==> src/rtl/pcmux.sv <==
// pcmux: PC mux select encodings shared by fetch and execute
package pcmux;
  typedef enum logic [1:0] {
    pc_plus4 = 2'b00,
    alu_out  = 2'b01,
    alu_mod2 = 2'b10
  } pcmux_sel_t;
endpackage

==> src/rtl/rv32i_types.sv <==
// rv32i_types: shared pipeline types
package rv32i_types;
  typedef enum logic [1:0] {IDLE, REQ, DRAIN} ifq_state_t;
endpackage

==> src/rtl/fetch_fifo.sv <==
// fetch_fifo: DEPTH-entry FIFO with flush; flush overrides push/pop
module fetch_fifo #(
  parameter int WIDTH = 64,
  parameter int DEPTH = 4,
  localparam int PW = $clog2(DEPTH),
  localparam int CW = PW + 1
) (
  input  logic             clk,
  input  logic             rst,
  input  logic             push,
  input  logic             pop,
  input  logic             flush,
  input  logic [WIDTH-1:0] wdata,
  output logic [WIDTH-1:0] rdata,
  output logic             full,
  output logic             empty,
  output logic [CW-1:0]    count
);
  logic [WIDTH-1:0] mem [DEPTH];
  logic [PW-1:0] wp, rp;
  always_ff @(posedge clk or posedge rst)
    if (rst) begin
      wp <= '0;
      rp <= '0;
      count <= '0;
    end else if (flush) begin
      wp <= '0;
      rp <= '0;
      count <= '0;
    end else begin
      if (push) wp <= wp + PW'(1);
      if (pop) rp <= rp + PW'(1);
      count <= count + CW'(push) - CW'(pop);
    end
  always_ff @(posedge clk)
    if (push && !flush) mem[wp] <= wdata;
  assign rdata = mem[rp];
  assign full  = count == CW'(DEPTH);
  assign empty = count == '0;
endmodule

==> src/rtl/if_fetch_queue.sv <==
// if_fetch_queue: fetch PC owner, single-outstanding I-cache reads, DEPTH-entry fetch queue.
// IF_BYPASS_EN: present a response combinationally when the queue is empty.
module if_fetch_queue
  import rv32i_types::*;
#(
  parameter int XLEN = 32,
  parameter int DEPTH = 4,
  parameter logic [XLEN-1:0] RESET_PC = 32'h00000060
) (
  input  logic               clk,
  input  logic               rst,
  input  pcmux::pcmux_sel_t  pcmux_sel,
  input  logic [XLEN-1:0]    alu_out,
  output logic               inst_mem_read,
  output logic [XLEN-1:0]    inst_mem_address,
  input  logic [XLEN-1:0]    inst_mem_rdata,
  input  logic               inst_mem_resp,
  output logic               if_out_valid,
  output logic [XLEN-1:0]    if_out_pc,
  output logic [XLEN-1:0]    if_out_instruction,
  input  logic               if_out_ready
);
  localparam int CW = $clog2(DEPTH) + 1;
  ifq_state_t state, state_n;
  logic [XLEN-1:0] fetch_pc, fetch_n, req_addr, req_n, target, head_pc, head_inst;
  logic [2*XLEN-1:0] head;
  logic [CW-1:0] count;
  logic redirect, flush, accept, push, pop, full, empty, store, last;
  assign redirect = pcmux_sel == pcmux::alu_out || pcmux_sel == pcmux::alu_mod2;
  assign target = pcmux_sel == pcmux::alu_mod2 ? {alu_out[XLEN-1:1], 1'b0} : alu_out;
  assign inst_mem_read = state == REQ || state == DRAIN;
  assign inst_mem_address = req_addr;
  assign {head_pc, head_inst} = head;
  assign pop = !empty && if_out_ready;
  assign push = accept && store;
  // back-to-back fetch only if the slot this response fills is not the last one
  assign last = store && !pop && count == CW'(DEPTH - 1);
`ifdef IF_BYPASS_EN
  assign store = !(empty && if_out_ready);
  assign if_out_valid = !empty || accept;
  assign if_out_pc = empty ? req_addr : head_pc;
  assign if_out_instruction = empty ? inst_mem_rdata : head_inst;
`else
  assign store = 1'b1;
  assign if_out_valid = !empty;
  assign if_out_pc = head_pc;
  assign if_out_instruction = head_inst;
`endif
  always_comb begin
    state_n = state;
    fetch_n = fetch_pc;
    req_n = req_addr;
    flush = 1'b0;
    accept = 1'b0;
    unique case (state)
      IDLE:
        if (redirect) begin
          fetch_n = target;
          flush = 1'b1;
        end else if (!full) begin
          req_n = fetch_pc;
          state_n = REQ;
        end
      REQ:
        if (inst_mem_resp && redirect) begin
          flush = 1'b1;
          fetch_n = target;
          state_n = IDLE;
        end else if (inst_mem_resp) begin
          accept = 1'b1;
          fetch_n = req_addr + XLEN'(4);
          if (last) state_n = IDLE;
          else req_n = req_addr + XLEN'(4);
        end else if (redirect) begin
          flush = 1'b1;
          fetch_n = target;
          state_n = DRAIN;
        end
      DRAIN: begin
        if (redirect) fetch_n = target;
        if (inst_mem_resp) state_n = IDLE;
      end
      default: state_n = IDLE;
    endcase
  end
  always_ff @(posedge clk or posedge rst)
    if (rst) begin
      state <= IDLE;
      fetch_pc <= RESET_PC;
      req_addr <= RESET_PC;
    end else begin
      state <= state_n;
      fetch_pc <= fetch_n;
      req_addr <= req_n;
    end
  fetch_fifo #(.WIDTH(2 * XLEN), .DEPTH(DEPTH)) u_fifo (
    .clk(clk),
    .rst(rst),
    .push(push),
    .pop(pop),
    .flush(flush),
    .wdata({req_addr, inst_mem_rdata}),
    .rdata(head),
    .full(full),
    .empty(empty),
    .count(count)
  );
endmodule
==> config.mk <==
export PLATFORM = sky130hd
export DESIGN_NAME = if_fetch_queue
export DESIGN_NICKNAME = d
export VERILOG_FILES = /design/src/rtl/pcmux.sv /design/src/rtl/rv32i_types.sv /design/src/rtl/fetch_fifo.sv /design/src/rtl/if_fetch_queue.sv
export SDC_FILE = /design/constraint.sdc
export NUM_CORES = 1
export LEC_CHECK = 0
export BUFFER_PORTS_ARGS = -buffer_cell sky130_fd_sc_hd__clkbuf_2
export CORE_ASPECT_RATIO = 0.5
export CORE_UTILIZATION = 50
export DETAILED_ROUTE_END_ITERATION = 16
export GPL_TIMING_DRIVEN = 1
export PLACE_DENSITY_LB_ADDON = 0.2
export SLEW_MARGIN = 40
export SYNTH_ARGS = -nofsm -noshare
export SYNTH_HDL_FRONTEND = slang
export SYNTH_SLANG_ARGS = --single-unit
==> constraint.sdc <==
create_clock -name clk -period 4.1 [get_ports clk]
set_input_delay 1.23 -clock clk [delete_from_list [all_inputs] [get_ports clk]]
set_output_delay 1.23 -clock clk [all_outputs]
set_load 0.03 [all_outputs]
# Word level (Yosys, flattened, before mapping)
# Memories as Yosys holds them, arrays and structs flattened.
# Cells that the tools add are included.
# classes
add_sub_neg	5
eq_ne	14
muxes	33
reduce_logical	18
# ops
cell	count
$mux 32	8
$pmux 32 s2	2
$add 32x3->32 const B	1
$mux 2	11
$ne 2x2->1 const B	6
$mux 1	9
$ne 4x3->1 const B	2
$reduce_bool 2->1	4
$pmux 2 s3	1
$reduce_and 6->1	1
$reduce_and 5->1	1
$add 2x1->2 const B	2
$eq 2x1->1 const B	2
$eq 2x2->1 const B	2
$logic_and 1x1->1	4
$add 3x1->3	1
$eq 3x2->1 const B	1
$eq 3x3->1 const B	1
$logic_not 1->1	3
$logic_not 3->1	1
$mux 3	1
$sub 3x1->3	1
$logic_not 2->1	1
$logic_or 1x1->1	2
other kinds (2)	2
# word_totals
regBits	73
ramBits	256
inputBits	70
elab_cells	77
memories	1
# mem_list
memory	depth	width	rd	rd_ports_with_merged_regs	wr	line	text
u_fifo.mem	4	64	1	0	1	fetch_fifo.sv:19	logic [WIDTH-1:0] mem [DEPTH];

# Longest topological paths before layout
# Gate-level depths: netlist (run 1).
# logic_depth
ltp_word	10
mapped_depth	10
depth_no_buf	8

# Modules after synthesis
# A second synthesis (run 1) with hierarchy kept.
# unflattened
cells_unflattened	800
area_unflattened_um2	13610.6
# modules_own_cells
mod	n_inst	cells_per_inst	area_each_um2	seq_area_each_um2
fetch_fifo	1	375	9704.3	7862.5
if_fetch_queue	1	425	3906.2	1656.6

# Least setup slack after synthesis (run 1)
# Ideal clock, no wire load.
# synth_timing
path_type	input -> register
start	input pcmux_sel[0]
end	memory u_fifo.mem[0][0], enable pin
arrival_time_ns	3.412
path_slack_ns	0.259
stages	5
path_cell_list	inv_1 -> ha_1 -> and3_1 -> buf_2 -> and2_1
# synth_via
elab_chain_len	10
word_cells_on_any_way	14
cone_classes	eq/ne: 2; mux: 8; reduce/logical: 4
# synth_lines
item	line	text
start: declaration	if_fetch_queue.sv:12	input pcmux::pcmux_sel_t pcmux_sel,
$eq 2x1->1 / $eq 2x2->1 (equally long branches)	if_fetch_queue.sv:29	assign redirect = pcmux_sel == pcmux::alu_out || pcmux_sel == pcmux::alu_mod2;
$logic_or 1x1->1 (*)	if_fetch_queue.sv:29	
$mux 1	if_fetch_queue.sv:57, if_fetch_queue.sv:74	
$mux 1	if_fetch_queue.sv:69	end else if (inst_mem_resp) begin
$mux 1	if_fetch_queue.sv:65	if (inst_mem_resp && redirect) begin
$pmux 1 s2	if_fetch_queue.sv:55	unique case (state)
$logic_not 1->1	fetch_fifo.sv:36	if (push && !flush) mem[wp] <= wdata;
$logic_and 1x1->1 (*)	fetch_fifo.sv:36	
$mux 1 (*)	fetch_fifo.sv:36	
$mux 1 (implied by the code) (*)	fetch_fifo.sv:36	
end: declaration	fetch_fifo.sv:19	
# Every way passes the cells marked *; elsewhere a longest branch is shown, timed or not.

# Worst setup path after layout (run 1)
# layout_timing
start	register u_fifo.rp[0]
end	output if_out_instruction[5]
# layout_via
elab_chain_len	1
# layout_lines
item	line	text
start: declaration	fetch_fifo.sv:20	logic [PW-1:0] wp, rp;
start signal: assignment	fetch_fifo.sv:32	if (pop) rp <= rp + PW'(1);
$mem_v2 4x64	n/a	
end: declaration	if_fetch_queue.sv:20	output logic [XLEN-1:0] if_out_instruction,
# No other way between the ends.

==> results.txt, run 1 <==
The startpoint-to-endpoint class of the critical path is register to primary output. The quantity of gates resized following cts is 0. The initial standard-cell utilization of the core came out at 51.0%. Measured against its own limit, the worst slew margin works out to about 45%. The vertical die dimension is 118 µm. In this run the power density over the cells is 741 nW/µm².

The kind of path behind the tightest hold check is register to register. The total leakage power came out at between 0.005 and 0.006 µW. The actual slew at the worst max-slew pin is between 0.8 and 0.9 ns. The count of yosys warnings during synthesis came out at 0. The core area came out at 26500 µm². The count of flip-flops with a built-in enable after synthesis came out at between 200 and 300. Clock tree synthesis found a total of 329 sinks. Among all flip-flop cells after synthesis, the most frequent one is edfxtp_1. The worst setup path is launched from a register. The post-synthesis sequential area ratio came out at 70.5%. Dividing the detail-routed via count by the number of cells gives 5.83. The maximum clock frequency is approximately 270 MHz. The quantity of hold-fixing buffers added after cts is 0. The tool flagged a number of max-cap violations equal to 0. In this run the most critical hold path is launched from fetch_pc[3]$_DFFE_PP0P_.

The required time at the endpoint of the critical path came out at approximately 2.9 ns. After filler insertion, the fill cell instance count of the layout stands at 2025. The DRC violation count after routing is 0. The die width came out at between 200 and 250 µm.

The count of nets left with antenna violations once routing finished came out at 0. The number of instances on the worst hold path came out at 2. The floorplan row count is 42.

In this run the number of H-tree levels came out at 1. No sink is reached through more buffers than the 3 on the longest clock path. Setup repair after global routing left no endpoint under its margin. The first-pass GRT wire length came out at 46800 µm. After clock tree synthesis, the clock-pin slew on the worst setup and hold paths is 0.07 ns.

The largest single stage delay on the critical path is 0.75 ns. The number of different library cells in the post-synthesis netlist is 60. The half-perimeter wire length after detailed placement is 18900 µm. The critical register-to-register path startpoint is inst_mem_address[2]$_DFFE_PP0P_. The post-synthesis cell area came out at between 10000 and 15000 µm².

The total I/O pin count came out at roughly 170. The number of cells in the finished layout apart from fillers came out at 1357. The worst hold slack is about 0.5 ns.

The CTS tree is built. The post-route clock skew is 0.0127 ns. The via count of the first global-routing pass is 8087. The number of cell instances on the worst register-to-register path is 6.

The number of hold-slack violations in the final timing report came out at 0. The final critical-path share of the clock period came out at 88.8%. The initial antenna violation count is 0. The number of I/O port buffers is 167. The share of cells above drive strength 1 came out at 33.4%. The data arrival time of the critical path came out at 2.41 ns.

The number of setup buffers added after CTS came out at 0. After the last flow step, the layout net total stands at 1065. The area fraction of the dominant cell type after synthesis came out at 57.0%. Entering global routing, the biggest net connects between 40 and 50 pins.

The routed wire length per instance came out at 22.1 µm. The most area-hungry cell type in the Yosys netlist is edfxtp_1. In this run the clock root is driven by a clkbuf_16.

The flow ran to the end, and the final reports show no timing, DRC or antenna violations. The number of max-slew violations in the final report is 0. The via count of the routed design is roughly 7900.

The worst register-to-register path ends at inst_mem_address[18]$_DFFE_PP0P_. The largest driver fanout on the critical path is 25. The first-pass iteration count of the detailed router is 5. Ranked by total cell area, the synthesized netlist is headed by edfxtp_1, dfrtp_1, mux4_2, xnor2_1, o21ai_0. Counting tap cells, the placed design contains a total of 1303 instances. The final routed wirelength across all metal layers is approximately 30000 µm.

For hold timing, the worst endpoint is fetch_pc[3]$_DFFE_PP0P_. The per-instance average area after synthesis is between 15 and 20 µm². The number of nets in the synthesized netlist came out at 891. For this run the aggregate overflow at the end of global routing stands at 0. The area growth from synthesis to final layout is 17.7%. The kind of end point of the critical path is a primary output. The routed design could run at a clock period as short as 3.64 ns. The sum of negative setup slack is 0 ns. Traced cell by cell, the critical path runs through buf_12 > mux4_2 > clkbuf_2. The peak supply drop is 0.342 mV. The clock buffer count from CTS came out at 29. Global routing used 22.3% of the available tracks across all layers. In this run the register-to-register setup slack is ~1.3 ns. The final weighted congestion in routability-driven placement is 0.782.

The die area is 27700 µm². The library cell contributing the largest single delay on the critical path is dfrtp_4. The number of synthesized register bits is 329. The async set-reset flop share out of synthesis is 22.2%.

Setup violations remaining at the end of the flow were counted as 0. The post-synthesis cell count is 808. The DRC violation total after the first TritonRoute iteration is 584. The repair_antennas step left the layout with diodes totalling 0.

The clock insertion delay at the later pin of the skew report came out at 0.57 ns.
layout make-up:
class	count	area (µm²)	area share [%]
tap	352	440	2.77
timing repair buffer	191	1100	6.95
sequential	329	9530	60.0
clock buffer	32	737	4.64
multi-input combinational	411	3710	23.4
inverter	20	77.6	0.489
clock inverter	22	280	1.77
cell families after synthesis:
| group | after synthesis | synth area share, % |
|---|---|---|
| flip-flops | 329 | 70.5 |
| buffers and inverters | 68 | 2.08 |
| multiplexers | 67 | 10.9 |
| AO/OA/AOI/OAI | 146 | 6.91 |
| AND/OR/NAND/NOR | 157 | 6.49 |
| XOR/XNOR | 28 | 1.82 |
| adder cells (fa/ha/maj) | 13 | 1.26 |
how the worst max path moves through the flow:
| stage | startpoint | to | slack [ns] | depth (start not counted) |
|---|---|---|---|---|
| after CTS | u_fifo.rp[0]$_DFFE_PP0P_ | if_out_instruction[5] | 0.38 | 3 |
| after floorplan | pcmux_sel[0] | u_fifo.mem[0][0]$_DFFE_PP_ | 0.26 | 5 |
| final | u_fifo.rp[0]$_DFFE_PP0P_ | if_out_instruction[5] | 0.46 | 3 |
| after global routing | u_fifo.rp[0]$_DFFE_PP0P_ | if_out_instruction[5] | 0.32 | 3 |
| after global placement | pcmux_sel[0] | inst_mem_address[19]$_DFFE_PP0P_ | 0.69 | 8 |
| after detailed placement | pcmux_sel[0] | inst_mem_address[19]$_DFFE_PP0P_ | 0.66 | 8 |
stage by stage:
| step | total power, µW | area (µm²) | setup slack, ns | util [%] |
|---|---|---|---|---|
| CTS | 11900 | 15900 | 0.377 | 60.0 |
| global placement | 8830 | 14900 | 0.689 | 56.1 |
| detailed placement | 8930 | 14900 | 0.656 | 56.1 |
| finish | 11800 | 15900 | 0.459 | 60.0 |
| global route | 12400 | 15900 | 0.320 | 60.0 |
| floorplan | 7680 | 13500 | 0.259 | - |
power by group:
group | total, µW | leakage, µW | internal (µW) | switching [µW]
Combinational | 3810 | 0.00197 | 1450 | 2350
Clock | 2920 | 0.000490 | 1690 | 1230
Sequential | 5040 | 0.00317 | 4280 | 756
Total | 11800 | 0.00562 | 7430 | 4340
synthesized netlist by cell type, drive strengths merged, types with 18 or more instances:
cell and n:
nor2 35, buf 18, xnor2 23, dfrtp 69
a22oi 20, a21oi 28, edfxtp 256, o22ai 21
clkbuf 30, nor3 25, mux4 64, o21ai 39
inv 20, nand2 24
flip-flops by register name, indices dropped and copies added (netlist names):
| register | cells |
|---|---|
| u_fifo.wp | 2 |
| u_fifo.rp | 2 |
| state | 2 |
| u_fifo.count | 3 |
| inst_mem_address | 32 |
| u_fifo.mem | 256 |
| fetch_pc | 32 |
layout by cell type (no fill, tap or decap), drive strengths merged, types with 4 or more instances in the layout:
cell and n:
nand2 24, a22oi 20, edfxtp 256, mux4 64, bufinv 6, xnor2 23
dfstp 4, clkinvlp 4, and3 4, nor3 25, or2 7, or4 5
xor2 5, nand3 12, o21ai 39, o22ai 21, ha 12, clkbuf 199
buf 24, and4 6, a311oi 4, and2 5, nor4 6, nor2b 4
clkinv 11, dfrtp 69, a31oi 4, nand4 10, o22a 9, o31ai 6
nor3b 4, a21oi 28, or3 4, nor2 35, inv 21
critical path, delay by kind of cell (launching register included):
kind / cells / cell delay (ns)
flip-flops: 1 / 0.75
multiplexers: 1 / 0.57
buffers and inverters: 2 / 0.51
layer usage:
| layer | vias up | share of wire (%) | GRT usage [%] |
|---|---|---|---|
| met5 | - | 0 | 0 |
| met4 | 0 | 2.6 | 6.09 |
| met3 | 50 | 4.6 | 3.55 |
| met2 | 225 | 49 | 36.3 |
| met1 | 4074 | 43 | 31.5 |
| li1 | 3557 | - | - |
Note: power is estimated with default switching activity, not from simulation.
==> run 2, diff against run 1 <==
- CORE_UTILIZATION: 50 -> 58
==> run 2 against run 1 <==
  * Wire length fell by 5.5%
  * Setup slack got worse by 0.068 ns
  * Sequential power barely moved
  * Global-route usage rose by 2.0 points
  * Largest cell class unchanged
  * Die area fell by 14%
  * Total power fell by 4.4%
==> results.txt, run 2 (same netlist as run 1, synthesis figures left out) <==
The maximum clock frequency came out at 270 MHz (-1.8%). The peak supply drop was 0.348 mV (+1.8%). The area used by sequential logic in the layout is 9520 µm² (about the same). The DRC violation total after the first TritonRoute iteration came out at 728 (+25%). The floorplan row count is 39 (-7.1%). The final routed wirelength across all metal layers is 28400 µm (-5.5%). The kind of end point of the critical path is a primary output. The routed wire length per instance came to 21.8 µm (-1.6%). The clock buffer count from CTS is 28 (-3.4%). The first-pass iteration count of the detailed router is 6 (+1).

The number of flip-flops in the largest register is 256 (unchanged). The half-perimeter wire length after detailed placement is 18000 µm (-4.3%). The pin count of the biggest net entering global routing came out at 65 (+59%). Leaving out fill and tap cells, the most frequent cell in the layout is edfxtp_1. The number of setup buffers added after CTS is 0 (unchanged). Setup repair after global routing left no endpoint under its margin.

The multi-input gate area in the final layout came out at 3710 µm² (unchanged). The TritonCTS sink count came out at 329 (unchanged). The quantity of gates resized following cts is 0 (unchanged). The largest driver fanout on the critical path was 33 (+32%).

The total number of nets in the final design is 1060 (-0.47%). The worst reg-to-reg setup slack is 1.28 ns (about the same). The clock insertion delay at the later pin of the skew report is 0.55 ns (-0.02 ns). CTS placed an instance of clkbuf_16 at the clock tree root.

In the layout the commonest cells are edfxtp_1, clkbuf_2, dfrtp_1. The antenna cell count came to 0 (unchanged). The final period demand of the worst path is 3.71 ns (+0.0679 ns). The die area is 23900 µm² (-14%). The min-delay analysis places its worst path in the category register to register.

The total leakage power came to 0.00551 µW (-2.0%). The met1 usage in global routing was 35.3% (+3.8 points). The data arrival time of the critical path was 2.48 ns (+0.07 ns). The area growth from synthesis to final layout came out at 15.5%. STA classifies the critical path startpoint as a register. The share of cells above drive strength 1 is 31.9% (-1.5 points).

The worst hold slack is 0.496 ns (+0.000773 ns). The number of I/O port buffers is 167 (unchanged). The global router's overall resource usage is 24.3% (+2.0 points). The via count of the routed design came to 7885 (-0.27%). The final setup violation count is 0 (unchanged).

The number of max-slew violations in the final report is 0 (unchanged). The total I/O pin count was 168 (unchanged). The total power per unit cell area was 721 nW/µm² (-2.7%). The maximum root-to-sink buffer count was 3 (unchanged). The final weighted congestion in routability-driven placement is 0.842 (+7.7%). The vertical die dimension was 110 µm (-7.0%).

The met2 track demand over resource in global routing came out at 40.1% (+3.8 points). The via count of the first global-routing pass is 7523 (-7.0%). The die width came out at 218 µm (-7.1%). The ratio of routed vias to standard cells is 6.05 (+3.9%).

The required time at the endpoint of the critical path came to 2.87 ns (about the same). The final critical-path share of the clock period is 90.5% (+1.7 points). The number of fillers in the final layout is 1530 (-24%). The register with the most flip-flops is u_fifo.mem. The initial standard-cell utilization of the core is 59.1% (+8.1 points). The number of hold-slack violations in the final timing report is 0 (unchanged). The clock-pin slew of the registers on the worst-case setup and hold paths is 0.07 ns (about the same). The post-route clock skew is 0.0105 ns (-0.00221 ns).

The DRC violation count after routing is 0 (unchanged). The first-pass GRT wire length came out at 43500 µm (-7.1%). In this run the most used layer during global routing was met2.

The startpoint-to-endpoint class of the critical path is register to primary output. The deepest level of the CTS H-tree is 1 (unchanged). The quantity of hold-fixing buffers added after cts is 0 (unchanged). The sum of negative setup slack came to 0 ns (unchanged). The initial antenna violation count came out at 0 (unchanged). The post-route antenna net violation count is 0 (unchanged). The headroom to the max-slew limit is 41.1% (-3.6 points).

TritonCTS built the clock tree. The core area is 22800 µm² (-14%). The actual slew at the worst max-slew pin came out at 0.875 ns (+0.0540 ns). The max-cap violation count was 0 (unchanged). The fraction of met3 tracks used by global routing is 3.71% (+0.16 points). The sum of overflow across all layers after global routing is 0 (unchanged).

The run finished with clean final reports.
## run 2: critical path, cell delays in order (launching register included)
cell	delay, ns
dfrtp_4	0.74
buf_12	0.32
mux4_2	0.59
clkbuf_2	0.21
## run 2: stage by stage
stage	cell area, µm²	util [%]	std cells	power, µW	worst slack [ns]
finish	15600	68.3	1303	11200	0.391
global route	15600	68.3	1303	11800	0.240
CTS	15600	68.3	1303	11300	0.333
detailed placement	14800	64.7	1254	8870	0.929
global placement	14800	64.7	1254	8770	0.929
floorplan	13500	-	808	7680	0.259
## run 2: power breakdown
part	leakage (µW)	switching, µW	internal (µW)
clock network	0.000400	1130	1320
registers	0.00317	738	4280
logic	0.00195	2340	1440
total	0.00551	4210	7040
## run 2: area by class of cell
class | count | area share, %
flip-flops and latches | 329 | 61.1
multi-input cells | 411 | 23.8
clock inverters | 13 | 0.586
clock buffers | 36 | 4.69
well taps | 307 | 2.46
repair buffers | 187 | 6.88
inverters | 20 | 0.489
## run 2: routing by layer
layer | up-vias | wire, µm
li1 | 3563 | -
met1 | 4040 | 12500
met2 | 244 | 14100
met3 | 38 | 1510
met4 | 0 | 325
met5 | - | 0
## run 2: worst paths after layout
| check | endpoint | depth (start not counted) | startpoint |
|---|---|---|---|
| setup / recovery | if_out_instruction[23] | 3 | u_fifo.rp[0]$_DFFE_PP0P_ |
| hold / removal | fetch_pc[0]$_DFFE_PP0P_ | 2 | fetch_pc[0]$_DFFE_PP0P_ |
| setup reg to reg | inst_mem_address[18]$_DFFE_PP0P_ | 6 | inst_mem_address[2]$_DFFE_PP0P_ |
| hold reg to reg | fetch_pc[0]$_DFFE_PP0P_ | 2 | fetch_pc[0]$_DFFE_PP0P_ |
| max in group asynchronous | inst_mem_address[6]$_DFFE_PP1P_ | 3 | rst |
| min in group asynchronous | u_fifo.rp[0]$_DFFE_PP0P_ | 2 | rst |
